### src/rtl/lcd_phy_param.sv
// lcd_phy_param: HD44780-class LCD pin driver with 4/8-bit bus and parametrised timing.
// Define LCD_PWRUP_WAIT_EN to insert a T_PWRUP_CYC power-up wait ahead of the init sequence.
module lcd_phy_param #(
   parameter int BUS_WIDTH   = 4,
   parameter int CNT_W       = 20,
   parameter int T_E_CYC     = 24,
   parameter int T_GAP_CYC   = 100,
   parameter int T_CMD_CYC   = 4000,
   parameter int T_LONG_CYC  = 82000,
   parameter int T_INIT1_CYC = 250000,
   parameter int T_INIT2_CYC = 10000,
   parameter int T_PWRUP_CYC = 750000
) (
   input  logic                 clk,
   input  logic                 reset,
   input  logic                 do_init,
   input  logic                 do_send_data,
   input  logic [7:0]           data_to_send,
   input  logic                 lcdrs_in,
   output logic                 busy,
   output logic                 ready,
   output logic                 init_done,
   output logic                 send_data_done,
   output logic                 lcde,
   output logic                 lcdrs,
   output logic                 lcdrw,
   output logic [BUS_WIDTH-1:0] lcddat
);
   typedef enum logic [2:0] {IDLE, PWRUP, SETUP, STROBE, GAP, WAIT} state_t;
   localparam bit W4 = (BUS_WIDTH == 4);
   localparam logic [2:0] LAST = W4 ? 3'd3 : 3'd2;
   if (BUS_WIDTH != 4 && BUS_WIDTH != 8) begin : g_bad_width
      $error("lcd_phy_param: BUS_WIDTH must be 4 or 8");
   end
   state_t state, nxt;
   logic [CNT_W-1:0] cnt, tlen, wlen;
   logic [2:0] step, nxt_step;
   logic [7:0] byte_l, nxt_byte;
   logic [BUS_WIDTH-1:0] dat;
   logic rs_l, nxt_rs, init_l, nxt_init, lo, nxt_lo;
   logic t_end, long_w, init_fin, send_fin;
   assign lcdrw = 1'b0;
   // clear/home commands need the long settle time
   assign long_w = !rs_l && byte_l[7:2] == 6'd0 && byte_l[1:0] != 2'd0;
   assign wlen = init_l ? (step == 3'd0 ? CNT_W'(T_INIT1_CYC) :
                           step == 3'd1 ? CNT_W'(T_INIT2_CYC) : CNT_W'(T_CMD_CYC)) :
                 long_w ? CNT_W'(T_LONG_CYC) : CNT_W'(T_CMD_CYC);
   assign tlen = state == STROBE ? CNT_W'(T_E_CYC) :
                 state == GAP    ? CNT_W'(T_GAP_CYC) :
                 state == PWRUP  ? CNT_W'(T_PWRUP_CYC) :
                 state == SETUP  ? CNT_W'(1) : wlen;
   assign t_end = cnt == tlen - CNT_W'(1);
   always_comb begin
      nxt      = state;
      nxt_step = step;
      nxt_lo   = lo;
      nxt_init = init_l;
      nxt_byte = byte_l;
      nxt_rs   = rs_l;
      init_fin = 1'b0;
      send_fin = 1'b0;
      case (state)
         IDLE:
            if (do_init || do_send_data) begin
               nxt_init = do_init;
               nxt_step = 3'd0;
               nxt_lo   = 1'b0;
               nxt_byte = data_to_send;
               nxt_rs   = lcdrs_in;
`ifdef LCD_PWRUP_WAIT_EN
               nxt      = do_init ? PWRUP : SETUP;
`else
               nxt      = SETUP;
`endif
            end
         PWRUP:  if (t_end) nxt = SETUP;
         SETUP:  nxt = STROBE;
         STROBE: if (t_end) nxt = (!init_l && W4 && !lo) ? GAP : WAIT;
         GAP:
            if (t_end) begin
               nxt    = SETUP;
               nxt_lo = 1'b1;
            end
         WAIT:
            if (t_end) begin
               if (init_l && step != LAST) begin
                  nxt      = SETUP;
                  nxt_step = step + 3'd1;
               end else begin
                  nxt      = IDLE;
                  init_fin = init_l;
                  send_fin = !init_l;
               end
            end
         default: nxt = IDLE;
      endcase
   end
   // pin value for the SETUP being entered, from the next-cycle context
   assign dat = nxt_init ? BUS_WIDTH'(W4 ? (nxt_step == 3'd3 ? 8'h02 : 8'h03) : 8'h30) :
                BUS_WIDTH'(W4 ? {4'h0, nxt_lo ? nxt_byte[3:0] : nxt_byte[7:4]} : nxt_byte);
   always_ff @(posedge clk) begin
      if (!reset) begin
         state          <= IDLE;
         cnt            <= '0;
         step           <= 3'd0;
         byte_l         <= 8'd0;
         rs_l           <= 1'b0;
         init_l         <= 1'b0;
         lo             <= 1'b0;
         busy           <= 1'b0;
         ready          <= 1'b0;
         init_done      <= 1'b0;
         send_data_done <= 1'b0;
         lcde           <= 1'b0;
         lcdrs          <= 1'b0;
         lcddat         <= '0;
      end else begin
         state          <= nxt;
         cnt            <= (nxt != state || state == IDLE) ? '0 : cnt + CNT_W'(1);
         step           <= nxt_step;
         byte_l         <= nxt_byte;
         rs_l           <= nxt_rs;
         init_l         <= nxt_init;
         lo             <= nxt_lo;
         busy           <= nxt != IDLE;
         ready          <= init_fin | (ready & ~(state == IDLE & do_init));
         init_done      <= init_fin;
         send_data_done <= send_fin;
         lcde           <= nxt == STROBE;
         lcdrs          <= nxt == SETUP ? (!nxt_init && nxt_rs) : nxt == PWRUP ? 1'b0 : lcdrs;
         lcddat         <= nxt == SETUP ? dat : nxt == PWRUP ? '0 : lcddat;
      end
   end
endmodule

### config.mk
export PLATFORM = sky130hd
export DESIGN_NAME = lcd_phy_param
export DESIGN_NICKNAME = d
export VERILOG_FILES = /design/src/rtl/lcd_phy_param.sv
export SDC_FILE = /design/constraint.sdc
export NUM_CORES = 1
export LEC_CHECK = 0
export CORE_ASPECT_RATIO = 1.25
export CORE_MARGIN = 2
export CORE_UTILIZATION = 45
export DETAILED_ROUTE_END_ITERATION = 10
export GPL_TIMING_DRIVEN = 1
export PLACE_DENSITY_LB_ADDON = 0.1
export SYNTH_ARGS = -nofsm -noshare
export SYNTH_HDL_FRONTEND = slang
export SYNTH_SLANG_ARGS = --single-unit
### constraint.sdc
create_clock -name clk -period 4.6 [get_ports clk]
set_clock_uncertainty 0.1 [all_clocks]
set_input_delay 0.92 -clock clk [delete_from_list [all_inputs] [get_ports clk]]
set_output_delay 0.92 -clock clk [all_outputs]
set_load 0.03 [all_outputs]
## Yosys cells after proc, flatten, opt, wreduce, memory -nomap -nowiden

Cells that the tools add are included.

- Bits in writable memories: 0
- Register bits after elaboration: 47
- Memory bits (read-only): 0
- Bits in latches: 0
- Logic and storage cells: 95
- Memories: 0
- Output and inout port bits: 11
- Input bits: 13

- Bitwise operators: 7
- $add $sub $neg: 3
- Mux-type cells: 38
- Div/mod/pow operators: 0
- Shift operators: 0
- Eq/ne operators: 13
- Magnitude comparators: 0
- Reductions and logical operators: 20
- Multiply operators: 0

Operators by type and width:

| kind | count |
|---|---|
| $mux W20 | 3 |
| $mux W18 | 3 |
| $mux W3 | 7 |
| $add A20 B1 Y20 const B | 1 |
| $eq A20 B20 Y1 | 1 |
| $sub A20 B1 Y20 const B | 1 |
| $mux W17 | 1 |
| $mux W4 | 4 |
| $mux W8 | 2 |
| $eq A3 B2 Y1 const B | 5 |
| $pmux W3 S5 | 1 |
| $mux W14 | 1 |
| $mux W1 | 13 |
| $eq A3 B1 Y1 const B | 3 |
| $eq A3 B3 Y1 const B | 2 |
| $logic_not A3 Y1 | 2 |
| $logic_not A6 Y1 | 1 |
| $pmux W3 S2 | 1 |
| $logic_and A1 B1 Y1 | 5 |
| $logic_not A1 Y1 | 4 |
| $not A1 Y1 | 4 |
| $reduce_bool A2 Y1 | 2 |
| $reduce_or A2 Y1 | 2 |
| $reduce_or A4 Y1 | 1 |
| 9 further kinds | 11 |

## Depth between registers and ports, before layout

- Depth in word-level cells: 17
- Mapped depth: 15

## Least setup slack after synthesis

Ideal clock, no wire load.

- Path type: flip-flop to flip-flop
- Start point: reg state[1]
- End point: reg lcddat[0]
- Stages on the path, launching flop included: 14
- Library setup time: 0.071 ns
- Buffers on the path: 2
- Data required time: 4.429 ns
- Data arrival time: 3.093 ns
- Path slack: 1.336 ns
- Cell sequence: dfxtp_1 -> buf_2 -> or3b_2 -> clkbuf_1 -> ha_1 -> xnor2_1 -> or4_1 -> o21ai_0 -> and4_4 -> o211ai_4 -> nor4_1 -> mux2i_1 -> o211ai_1 -> a21oi_1

- Cells in the longest elaborated chain, start to end: 13
- Elaborated cells between the ends (all ways): 32
- Those cells by class: add/sub: 1; eq/ne: 9; mux: 19; reduce/logical: 3

RTL lines:

| element | RTL line | text |
|---|---|---|
| from (decl) | 35 | `state_t state, nxt;` |
| from (signal assigned) | 118 | `state <= nxt;` |
| $eq A3 B2 Y1 | 51, 62 |  |
| $mux W18 | 51 | `state == SETUP ? CNT_W'(1) : wlen;` |
| $mux W20 | 50 | `state == PWRUP ? CNT_W'(T_PWRUP_CYC) :` |
| $mux W20 | 49 | `state == GAP ? CNT_W'(T_GAP_CYC) :` |
| $mux W20 | 48 | `assign tlen = state == STROBE ? CNT_W'(T_E_CYC) :` |
| $sub A20 B1 Y20 | 52 | `assign t_end = cnt == tlen - CNT_W'(1);` |
| $eq A20 B20 Y1 | 52 |  |
| $mux W3 | 85 | `if (t_end) begin` |
| $pmux W3 S2 | 62 | `case (state)` |
| $eq A3 B2 Y1 | 99 | `assign dat = nxt_init ? BUS_WIDTH'(W4 ? (nxt_step == 3'd3 ? 8'h02 : 8'h03) : 8'h30) :` |
| $mux W1 | 99 |  |
| $mux W4 | 99 |  |
| $mux W4 | 131 | `lcddat <= nxt == SETUP ? dat : nxt == PWRUP ? '0 : lcddat;` |
| to (signal assigned) | 131 |  |
| to (decl) | 27 | `output logic [BUS_WIDTH-1:0] lcddat` |

Several ways; a longest one is shown, not always the timed one.
A chain may end at the register's enable or synchronous reset.

## Final worst setup path

- Start point: reg state[2]
- End point: reg lcddat[2]

- Cells in the longest elaborated chain, start to end: 12
- Elaborated cells between the ends (all ways): 28
- Those cells by class: add/sub: 1; eq/ne: 8; mux: 16; reduce/logical: 3

RTL lines:

| element | RTL line | text |
|---|---|---|
| $eq A3 B2 Y1 | 51, 62 |  |
| $mux W18 | 51 |  |
| $mux W20 | 50 |  |
| $mux W20 | 49 |  |
| $mux W20 | 48 |  |
| $sub A20 B1 Y20 | 52 |  |
| $eq A20 B20 Y1 | 52 |  |
| $mux W1 | 80 | `if (t_end) begin` |
| $pmux W1 S2 | 62 |  |
| $mux W4 | 100 | `BUS_WIDTH'(W4 ? {4'h0, nxt_lo ? nxt_byte[3:0] : nxt_byte[7:4]} : nxt_byte);` |
| $mux W4 | 99 |  |
| $mux W4 | 131 |  |

Several ways; a longest one is shown, not always the timed one.

==> results.toml <==
[status]
status = "completed"

[worst_setup_path]
crit_chain = "or3b_2 > ha_1 > xnor2_1 > or4_1 > o21ai_0 > and4_4 > o211ai_4 > o21ai_0 > o21a_1 > nand3_1 > o2bb2ai_1"
slowest_delay_ns = 0.62
worstSetupStartpointType = "flip-flop"
worstReg2RegStart = "state[2]"
critPathSlowestCell = "dfxtp_1"
cp_max_fo = 17
critPathCaptureType = "flip-flop"
crit_required_ns = 4.75
startpoint = "state[2]"
worst_path_most_repeated_cell = "o21ai_0"
critPathBufInv = 0
critPathArrivalTime_ns = 4.04
crit_type = "reg2reg"
critPathTopFamily = "simple AND/OR/NAND/NOR gates"

[timing]
drv_slew = 0
worstMarginPinSlew_ns = 0.692
fmax_mhz = 257
rsz0062_at_grt = "no"
setup_ws_ns = 0.712
tns_ns = 0
hold_viol = 0
slew_headroom_pct = 53.2
whs_ns = 0.362
post-route-period-util_pct = 84.5
setup_viol = 0
period_needed_ns = 3.89

[final_layout]
syn_to_final_growth_pct = 14.0
nNetsFinal = 407
nFillCells = 621
antenna_cells = 0
fin_cells = 474
drive_gt1_share_pct = 7.97
final_area_um2 = 3320
fin_util_pct = 53.5

[pwr]
irDropWorstVdd_mv = 0.186
p_sw_share_pct = 31.3
p_leak_nw = 1.11
combPwrFrac_pct = 24.2
clockPowerShare_pct = 31.4
p_seq_share_pct = 44.4
p_int_mw = 0.675
powerDensity_nw_per_um2 = 296
power_mw = 0.983
switching_power_mw = 0.307

[yosys]
synthTopCellsByArea = "dfxtp_1 32%, nor2_1 6.2%, nand2_1 4.9%"
synthMostInstantiatedCell = "nor2_1"
syn_inst = 370
ys.flop_type = "dfxtp_1"
ys_seq_elements = 47
syn_nets = 389
yosysTopAreaCellShare_pct = 32.3
ys_warn_count = 0
synth_top_area_cell = "dfxtp_1"
async_reset_ff_share_pct = 0
syn_area_per_cell_um2 = 7.88
synth_edf_count = 0
netlist_area_um2 = 2910
yosys.cell_types.count = 73
synth_commonest_cells = "48 x nor2_1, 47 x dfxtp_1, 38 x nand2_1"
seq_area_frac_synth_pct = 32.3

[placement]
portBuffers = 22
placed_cell_area_um2 = 3210
dpl_worst_slack_ns = 0.751
hpwl_um = 5910
dp_cells = 466
gp_congestion = 0.943

[global_route]
grt_pass1_vias = 2697
track_usage_pct = 23.2
grt_pass1_wl_um = 13100
grt_overflow = 0
grt_max_degree = 28
antenna_found_initial = 0

[clock_tree]
insertion_delay_ns = 0.31
cts_hold_repair.buffers = 0
numCtsBuffers = 5
clock-root-buffer = "clkbuf_8"
cts_tree = "yes"
cts_sinks = 47
cts_resized = 0
htreeDepth = 2
postCtsSetupBuffers = 0
clkTransAtPathRegs_ns = 0.10
cts_max_path_buffers = 2

[die]
placementRows = 32
die_width_um = 76.0
die_y_um = 94.0
start_util_pct = 47.0
pin_count = 24
die_area_um2 = 7140
core-area_um2 = 6210

[detailed_routing]
drtIter0Drc = 181
drc = 0
wl_um = 7680
via_count = 2749
vias_per_cell = 5.80
post_drt_wl_per_cell_um = 16.2
postRouteAntennaNets = 0
dr.pass1.iters = 5

[job]
max-cap-violations = 0

[worst_hold_path]
hold_start = "lcddat[0]"
hold_class = "reg2reg"
[power by group through the flow]
stage	registers [mW]	logic, mW	clock network, mW
2_1_floorplan	0.451	0.158	0
3_3_place_gp	0.446	0.235	0
3_5_place_dp	0.446	0.235	0
4_1_cts	0.437	0.236	0.319
5_1_grt	0.440	0.261	0.331
6_report	0.437	0.238	0.309
[cell families (layout without fill, tap and decap cells)]
kind of cell / after synthesis / in the layout / share of synthesized area [%]
and+or+nand+nor: 168 / 168 / 30.0
AOI/OAI and AO/OA: 86 / 86 / 21.0
DFF: 47 / 47 / 32.3
buffers and inverters: 32 / 51 / 4.68
xor gates and xnor gates: 22 / 22 / 6.61
muxes: 8 / 8 / 2.75
adders and majority gates: 6 / 6 / 2.58
other: 1 / 1 / 0.129
[registers in the layout (all words and copies together), names as in the netlist]
| name | cells |
|---|---|
| lo | 1 |
| lcde | 1 |
| step | 3 |
| lcdrs | 1 |
| ready | 1 |
| state | 3 |
| lcddat | 4 |
| init_l | 1 |
| busy | 1 |
| byte_l | 8 |
| send_data_done | 1 |
| init_done | 1 |
| rs_l | 1 |
| cnt | 20 |
[routing by layer]
layer | up-vias | GRT usage, % | wire (µm)
li1 | 1364 | - | -
met1 | 1283 | 26.4 | 3200
met2 | 86 | 43.0 | 4020
met3 | 16 | 3.46 | 281
met4 | 0 | 10.3 | 183
met5 | - | 0 | 0
[layout make-up]
class | count | area (µm²) | area share, %
multi-input combinational | 291 | 1840 | 55.3
sequential | 47 | 941 | 28.3
timing repair buffer | 29 | 273 | 8.21
tap | 85 | 106 | 3.20
clock buffer | 5 | 68.8 | 2.07
inverter | 14 | 52.6 | 1.58
clock inverter | 3 | 43.8 | 1.32
[path summary, 6_finish.rpt]
path / end / slack (ns) / depth (start not counted)
setup / recovery: lcddat[2] / 0.71 / 11
hold / removal: lcddat[0] / 0.36 / 2
setup reg to reg: lcddat[2] / 0.71 / 11
hold reg to reg: lcddat[0] / 0.36 / 2
[worst register-to-register path: cells and delay by family (launching register included)]
kind,cells,cell delay (ns)
AOI/OAI and AO/OA,5,1.22
xor gates and xnor gates,1,0.16
adders and majority gates,1,0.31
DFF,1,0.62
and+or+nand+nor,4,1.42
[placed cells by master (no fill, tap or decap), types with 3 or more instances in the layout]
cell type,instances
a211oi_1,4
a21oi_1,22
a31oi_1,4
and2_1,6
and3_1,6
buf_4,7
clkbuf_8,5
clkdlybuf4s50_1,22
dfxtp_1,47
ha_1,6
inv_1,13
mux2i_1,8
nand2_1,38
nand2b_1,6
nand3_1,15
nand3b_1,4
nand4_1,5
nor2_1,48
nor2b_1,4
nor3_1,4
nor4_1,5
nor4b_1,3
o211ai_1,3
o21a_1,3
o21ai_0,15
o31ai_1,3
or2_2,3
or3_1,3
or4_1,4
xnor2_1,14
xor2_1,8
Power figures use the tool's default switching activity.
==> edit: new RTL, config.mk and constraints unchanged <==
Change the parameter `CNT_W` from 20 to 10.
--- a/src/rtl/lcd_phy_param.sv
+++ b/src/rtl/lcd_phy_param.sv
@@ -3,5 +3,5 @@
 module lcd_phy_param #(
    parameter int BUS_WIDTH   = 4,
-   parameter int CNT_W       = 20,
+   parameter int CNT_W       = 10,
    parameter int T_E_CYC     = 24,
    parameter int T_GAP_CYC   = 100,
Check against the original RTL: same outputs for any inputs over 10 cycles, from zero or initial values and one cycle with reset low; that may be too few to reach the edited logic, so the function may still have changed.
==> edit against the unedited design <==
Wire length shrank 38%. Sequential share of layout area is 2.6 points higher. Area after synthesis fell by 29%. Design area decreased by 28%. Fmax fell by 3.7%. Sequential cell count down 10. Highest routed layer unchanged. Critical path depth increased by 1. Combinational power fell by 13%. Setup slack lost 0.15 ns. Power is 20% lower. Die area decreased by 28%.
==> edit: results (changes against the unedited design) <==
signal arrival time at the worst endpoint=4.13 ns (+0.09 ns); pin count of the biggest net entering global routing=21 (-25%); fraction of layout instances using a drive strength above 1=7.60% (-0.36 points); transition time of the tightest slew-check pin=0.732 ns (+0.0399 ns); part of the Yosys area used for sequential elements=35.9% (+3.6 points); hold path startpoint=lcdrs; outcome=complete, no violations; Pleak=0.895 nW (-20%); most frequent cells after synthesis=dfxtp_1, nor2_1, nand2_1; distinct cell type count of the synthesized netlist=54 (-26%); overall global routing resource usage=20.7% (-2.5 points); via count of the first global-routing pass=1679 (-38%); drt wl/cell=14.8 um (-8.5%); share of total power consumed by net switching=32.7% (+1.5 points); Via-to-Cell Ratio=5.48 (-5.6%); endpoint of the worst hold path=lcdrs; combinational cell fraction of total power=26.1% (+1.9 points); maximum VDD drop=0.000208 V (+12%); 1st-pass router iterations=4 (-1); PnR worst setup slack=0.560 ns (-0.151 ns); cell area after placement=2310 um2 (-28%); largest cells by area after synthesis=dfxtp_1, mux2i_1, nor2_1, ha_1, xnor2_1; net count after synthesis=262 (-33%); Max FO, Critical Path=20 (+3); Reg clk slew, reported paths=0.07 ns (-0.03 ns); First DRT Iteration DRCs=94 (-48%); Power Sequential=359 uW (-18%); final weighted congestion of routability-driven global placement=0.872 (-7.6%); Setup WS pre-CTS=0.615 ns (-0.136 ns); final-stage net count=281 (-31%)
## edit: cell types whose count changed in the layout (fill, tap and decap cells not counted), sizes merged, moves of 5 or more
cell    change
nand3       -5
xnor2       -6
mux2i       +5
o21ai      -13
dfxtp      -10
nor3        +6
nor2       -15
a21oi      -10
nand2      -21
nand2b      -5
## edit: area by class of cell
type / instances / area, um2
clock inverters: 3 / 17.5
inverters: 10 / 37.5
flip-flops and latches: 37 / 741
fillers: 421 / 2030
multi-input cells: 183 / 1220
repair buffers: 25 / 243
well taps: 58 / 72.6
clock buffers: 5 / 68.8
## edit: layer usage
metal	vias to the layer above	track usage [%]	share of wire, %	routed length, um
met5	-	0	0	0
li1	903	-	-	-
met4	0	8.51	1.8	87
met2	41	34.9	50	2380
met3	8	4.23	3.5	169
met1	806	25.7	45	2130
## edit: kinds of logic (layout without fill, tap and decap cells)
logic type / after synthesis / count (layout) / share of synthesized area, %
flops: 37 / 37 / 35.9
other cells: 1 / 1 / 0.182
fa+ha+maj: 6 / 6 / 3.64
simple gates: 101 / 101 / 25.4
xor+xnor: 15 / 15 / 6.36
mux: 15 / 15 / 7.39
buf+inv: 23 / 43 / 5.09
compound gates: 45 / 45 / 16.1
## edit: critical path: stages (launching register included)
cell	delay, ns
dfxtp_1	0.71
inv_1	0.24
nand3_1	0.15
ha_1	0.20
xor2_1	0.20
xnor2_1	0.08
a2111oi_0	0.33
o31ai_1	0.16
or4b_4	0.60
or2_1	0.34
a2111o_1	0.41
o311a_2	0.17
a22o_1	0.24
## edit: through the flow
step	total power, mW	utilization (%)	std cells	hold WS (ns)
floorplan	0.509	-	243	0.348
global placement	0.573	52.2	313	0.368
detailed placement	0.573	52.2	313	0.363
CTS	0.800	54.2	321	0.380
global route	0.834	54.2	321	0.392
finish	0.791	54.2	321	0.368
